$ cat config.mk
export PLATFORM = sky130hd
export DESIGN_NAME = gate_drv_resp
export DESIGN_NICKNAME = d
export VERILOG_FILES = /design/src/rtl/gate_drv_resp.sv
export SDC_FILE = /design/constraint.sdc
export NUM_CORES = 1
export LEC_CHECK = 0
export CORE_MARGIN = 3
export CORE_UTILIZATION = 51
export DETAILED_ROUTE_END_ITERATION = 10
export MAX_ROUTING_LAYER = met4
export PLACE_DENSITY = 0.74
export SLEW_MARGIN = 20
export SYNTH_ARGS = -nofsm -noshare
export SYNTH_HDL_FRONTEND = slang
export SYNTH_SLANG_ARGS = --single-unit
$ cat constraint.sdc
create_clock -name clk -period 1.9 [get_ports clk]
set_input_delay 0.38 -clock clk [delete_from_list [all_inputs] [get_ports clk]]
set_output_delay 0.38 -clock clk [all_outputs]
set_load 0.005 [all_outputs]
$ cat src/rtl/gate_drv_resp.sv
// gate_drv_resp: clocked responder for the buck converter gp/gn gate handshake.
// Drives hs_on/ls_on with dead time before turn-on and after turn-off, holds a
// switch on for a minimum time, and trips to FAULT on a simultaneous gp&gn request.
// Optional macro FAULT_LATCH_EN: FAULT becomes sticky until rst.
//
// state  | meaning
// IDLE   | both switches off, waiting for a synchronised request
// P_DEAD | dead time before high-side turn-on
// P_ON   | high-side on, min-on timer running, gp_ack high
// P_OFF  | high-side off, dead time after turn-off, gp_ack still high
// N_DEAD | dead time before low-side turn-on
// N_ON   | low-side on, min-on timer running, gn_ack high
// N_OFF  | low-side off, dead time after turn-off, gn_ack still high
// FAULT  | simultaneous request seen, everything off, fault high
module gate_drv_resp #(
  parameter int SYNC_STAGES = 2,
  parameter int DEAD_CYC    = 4,
  parameter int MIN_ON_CYC  = 2,
  parameter int CNT_W       = 8
) (
  input  logic clk,
  input  logic rst,
  input  logic gp,
  input  logic gn,
  output logic gp_ack,
  output logic gn_ack,
  output logic hs_on,
  output logic ls_on,
  output logic fault
);

  typedef enum logic [2:0] {
    IDLE, P_DEAD, P_ON, P_OFF, N_DEAD, N_ON, N_OFF, FAULT
  } state_t;

  localparam logic [CNT_W-1:0] DEAD_LD = CNT_W'(DEAD_CYC - 1);
  localparam logic [CNT_W-1:0] MIN_LD  = CNT_W'(MIN_ON_CYC - 1);

  state_t state, state_nxt;
  logic [CNT_W-1:0] cnt, cnt_nxt, cnt_dec;
  logic [SYNC_STAGES-1:0] gp_sync, gn_sync;
  logic rp, rn;

  assign rp      = gp_sync[SYNC_STAGES-1];
  assign rn      = gn_sync[SYNC_STAGES-1];
  assign cnt_dec = (cnt == '0) ? '0 : cnt - CNT_W'(1);

  // Multi-flop synchronisers for the asynchronous request levels.
  always_ff @(posedge clk or posedge rst) begin
    if (rst) begin
      gp_sync <= '0;
      gn_sync <= '0;
    end else begin
      gp_sync <= {gp_sync[SYNC_STAGES-2:0], gp};
      gn_sync <= {gn_sync[SYNC_STAGES-2:0], gn};
    end
  end

  // State, shared down-counter and registered outputs decoded from next state.
  always_ff @(posedge clk or posedge rst) begin
    if (rst) begin
      state  <= IDLE;
      cnt    <= '0;
      hs_on  <= 1'b0;
      ls_on  <= 1'b0;
      gp_ack <= 1'b0;
      gn_ack <= 1'b0;
      fault  <= 1'b0;
    end else begin
      state  <= state_nxt;
      cnt    <= cnt_nxt;
      hs_on  <= (state_nxt == P_ON);
      ls_on  <= (state_nxt == N_ON);
      gp_ack <= (state_nxt == P_ON) || (state_nxt == P_OFF);
      gn_ack <= (state_nxt == N_ON) || (state_nxt == N_OFF);
      fault  <= (state_nxt == FAULT);
    end
  end

  // Next-state and counter logic; a simultaneous request overrides everything.
  always_comb begin
    state_nxt = state;
    cnt_nxt   = cnt;
    if (rp && rn) begin
      state_nxt = FAULT;
      cnt_nxt   = DEAD_LD;
    end else begin
      case (state)
        IDLE: begin
          if (rp) begin
            state_nxt = P_DEAD;
            cnt_nxt   = DEAD_LD;
          end else if (rn) begin
            state_nxt = N_DEAD;
            cnt_nxt   = DEAD_LD;
          end
        end
        P_DEAD: begin
          if (!rp) begin
            state_nxt = IDLE;
            cnt_nxt   = '0;
          end else if (cnt == '0) begin
            state_nxt = P_ON;
            cnt_nxt   = MIN_LD;
          end else begin
            cnt_nxt = cnt_dec;
          end
        end
        P_ON: begin
          if (cnt != '0) begin
            cnt_nxt = cnt_dec;
          end else if (!rp) begin
            state_nxt = P_OFF;
            cnt_nxt   = DEAD_LD;
          end
        end
        P_OFF: begin
          if (cnt == '0) state_nxt = IDLE;
          else           cnt_nxt   = cnt_dec;
        end
        N_DEAD: begin
          if (!rn) begin
            state_nxt = IDLE;
            cnt_nxt   = '0;
          end else if (cnt == '0) begin
            state_nxt = N_ON;
            cnt_nxt   = MIN_LD;
          end else begin
            cnt_nxt = cnt_dec;
          end
        end
        N_ON: begin
          if (cnt != '0) begin
            cnt_nxt = cnt_dec;
          end else if (!rn) begin
            state_nxt = N_OFF;
            cnt_nxt   = DEAD_LD;
          end
        end
        N_OFF: begin
          if (cnt == '0) state_nxt = IDLE;
          else           cnt_nxt   = cnt_dec;
        end
        FAULT: begin
`ifdef FAULT_LATCH_EN
          state_nxt = FAULT;
`else
          // Recover only after DEAD_CYC consecutive cycles with no request.
          if (rp || rn)         cnt_nxt   = DEAD_LD;
          else if (cnt == '0)   state_nxt = IDLE;
          else                  cnt_nxt   = cnt_dec;
`endif
        end
        default: begin
          state_nxt = IDLE;
          cnt_nxt   = '0;
        end
      endcase
    end
  end

endmodule

==> results.ini <==
[hold_path]
worstHoldPathType=reg -> reg

[detailed_routing]
drtIter0Drc=25
drc=0
wire_per_inst_um=14.3
viasPerCell=6.00
antenna_left=0
num_vias=1128
wl_um=2680
first_pass_iters=4

[logic_synthesis]
synthXorXnorAreaFrac_pct=0
yosys-top-cells-area=dfrtp_1, a21oi_1, o21ai_0
synthAdderAreaFrac_pct=2.03
synth-simple-area-share_pct=22.2
synth_flop_cell=dfrtp_1
synth_top_area_share_pct=40.6
synth_area_mm2=0.00123
synth_top_family_by_area=compound AO/OA/AOI/OAI gates
synth_edf_count=0
yosys.area.top_type=dfrtp_1
synth_cell_types=44
synth_cells=142
yosysSeqAreaShare_pct=40.6
ys_warn_count=0
synthArstFlopShare_pct=100
syn_nets=148
synthMuxAreaShare_pct=0.812
synth-compound-area-share_pct=28.2
synth-seq-cells=20
synth_area_per_cell_um2=8.68

[sta]
hold_viol_final=0
fin_crit_sh_pct=97.6
fin_skew_ps=1.45
rsz0062_at_grt=yes
clock.fmax_mhz=539
worst_pin_slew_ps=470
fin_crit_ps=1850
whs_ps=363
slew-limit-headroom_pct=68.7
finalSetupViolations=0
finalMaxSlewViolations=0

[pwr]
ir_worst_vdd_v=0.000419
power.density_mw_per_mm2=568
clock_power_share_pct=23.5
internal_power_uw=603
p_leak_uw=0.000618
p_comb_share_pct=19.0
pwr-share-seq_pct=57.5
p_sw_share_pct=29.0
p_switching_uw=246

[worst_setup_path]
crit_type=reg -> reg
arrival_ps=2060
crit_chain=inv_2, ha_4, nor4b_4, and2_4, inv_6, ha_4, o21ai_2, o21ai_1, a21oi_1, a21oi_1, a21o_1
endpoint_kind=register
cp_max_fo=4
required_ps=2100
slowest_stage=dfrtp_1
critPathLaunchType=register
rrSetupSlack_ps=50
critPathMaxStageDelay_ps=400

[placement]
dp_cells=185
port_buffers=8
dpl.hpwl_um=1930
place_congestion=0.925

[layout]
area_growth_syn_to_layout_pct=21.2
layout_commonest_cell=dfrtp_1
drive_gt1_share_pct=23.1
nets=168
fillers=182
layout_common_cells=dfrtp_1, buf_4, a21oi_1
area.sequential_um2=500
utilization_pct=66.3
fin_cells=188
multi_input_area_um2=701
antenna_cells=0

[global_routing]
met3_usage_pct=2.41
grt-ovfl-total=0
grtUsageMet2_pct=31.9
grt_use_total_pct=21.0
met1_usage_pct=28.2
antenna_found_initial=0
grt_pass1_vias=1003
grt.busiest_layer=met2
grt_max_degree=21
grt_pass1_wl_um=4390

[clock_network]
clockBufferDepth=2
numCtsBuffers=3
clk_latency_ps=300
clock_sinks=20
cts_tree=built
cts_resized=0
cts.clk_slew.worst_paths_ps=100
post-cts-setup-buffer-count=0
postCtsHoldBufs=0
root_buffer=clkbuf_4
htreeDepth=1

[floorplan]
ios=9
initial_core_util_pct=54.7
core.rowCount=17
die_x_um=55.2
coreArea_mm2=0.00225
dieArea_mm2=0.00304
dieHeight_um=55.2

[job]
maxCapViolations=0

[outcome]
status=finished, final reports clean

[registers in the layout (all words and copies together), names as in the netlist]
signal / count
gn_ack: 1
gn_sync: 2
state: 3
hs_on: 1
cnt: 8
fault: 1
gp_ack: 1
gp_sync: 2
ls_on: 1
[power by group through the flow]
stage	Combinational [uW]	Clock [uW]	Sequential [uW]
finish	161	199	488
global route	182	215	494
CTS	157	205	487
detailed placement	156	0	495
global placement	150	0	494
floorplan	98.8	0	487
[path summary, 6_finish.rpt]
check	start	endpoint	cells past startpoint
worst max register to register	cnt[1]	cnt[0]	11
worst min register to register	gn_sync[0]	gn_sync[1]	0
max in group asynchronous	rst	gp_sync[0]	3
worst max-delay path	cnt[1]	cnt[0]	11
min in group asynchronous	rst	hs_on	3
worst min-delay path	gn_sync[0]	gn_sync[1]	0
[per-stage QoR]
| step | worst slack, ps | total power [uW] | cell area [um^2] | setup TNS (ps) |
|---|---|---|---|---|
| after floorplan | -24.4 | 586 | 1260 | -24.4 |
| after global placement | 88.4 | 644 | 1450 | 0 |
| after detailed placement | 25.0 | 651 | 1450 | 0 |
| after CTS | 5.83 | 848 | 1470 | 0 |
| after global routing | -121 | 892 | 1490 | -131 |
| final | 45.2 | 849 | 1490 | 0 |
[cells by family after synthesis]
| logic type | Yosys count |
|---|---|
| and+or+nand+nor | 49 |
| AOI/OAI and AO/OA | 53 |
| buffers and inverters | 17 |
| DFF | 20 |
| muxes | 1 |
| adders and majority gates | 2 |
[per-layer routing]
layer  wire length, um  vias to the layer above
met5                 0                        -
met4                65                        0
met3               102                        7
met2              1250                       30
met1              1260                      530
li1                  -                      561
[synthesized netlist by cell type, types with 2 or more instances]
cell       n
dfrtp_1   20
a21oi_1   15
nand2_1   14
o21ai_0   14
nor2_1     8
a31oi_1    6
inv_1      6
nor3_1     6
buf_2      3
clkbuf_1   3
nand3_1    3
o211ai_1   3
a21o_1     2
a22o_1     2
and2_1     2
buf_4      2
ha_1       2
inv_2      2
nand2b_1   2
nor3b_1    2
or3_1      2
[area by class of cell]
cell class | instances | share of cell area (%)
Timing Repair Buffer | 24 | 13.4
Inverter | 8 | 2.35
Clock buffer | 3 | 1.51
Tap cell | 28 | 2.35
Multi-Input combinational cell | 105 | 46.9
Sequential cell | 20 | 33.5
[worst max-delay path: cells and delay by family (launching register included)]
| family | cells | cell delay (ps) |
|---|---|---|
| DFF | 1 | 400 |
| buffers and inverters | 2 | 100 |
| and+or+nand+nor | 2 | 410 |
| adders and majority gates | 2 | 350 |
| AOI/OAI and AO/OA | 5 | 490 |
No activity file was read; power rests on OpenSTA's default activity.
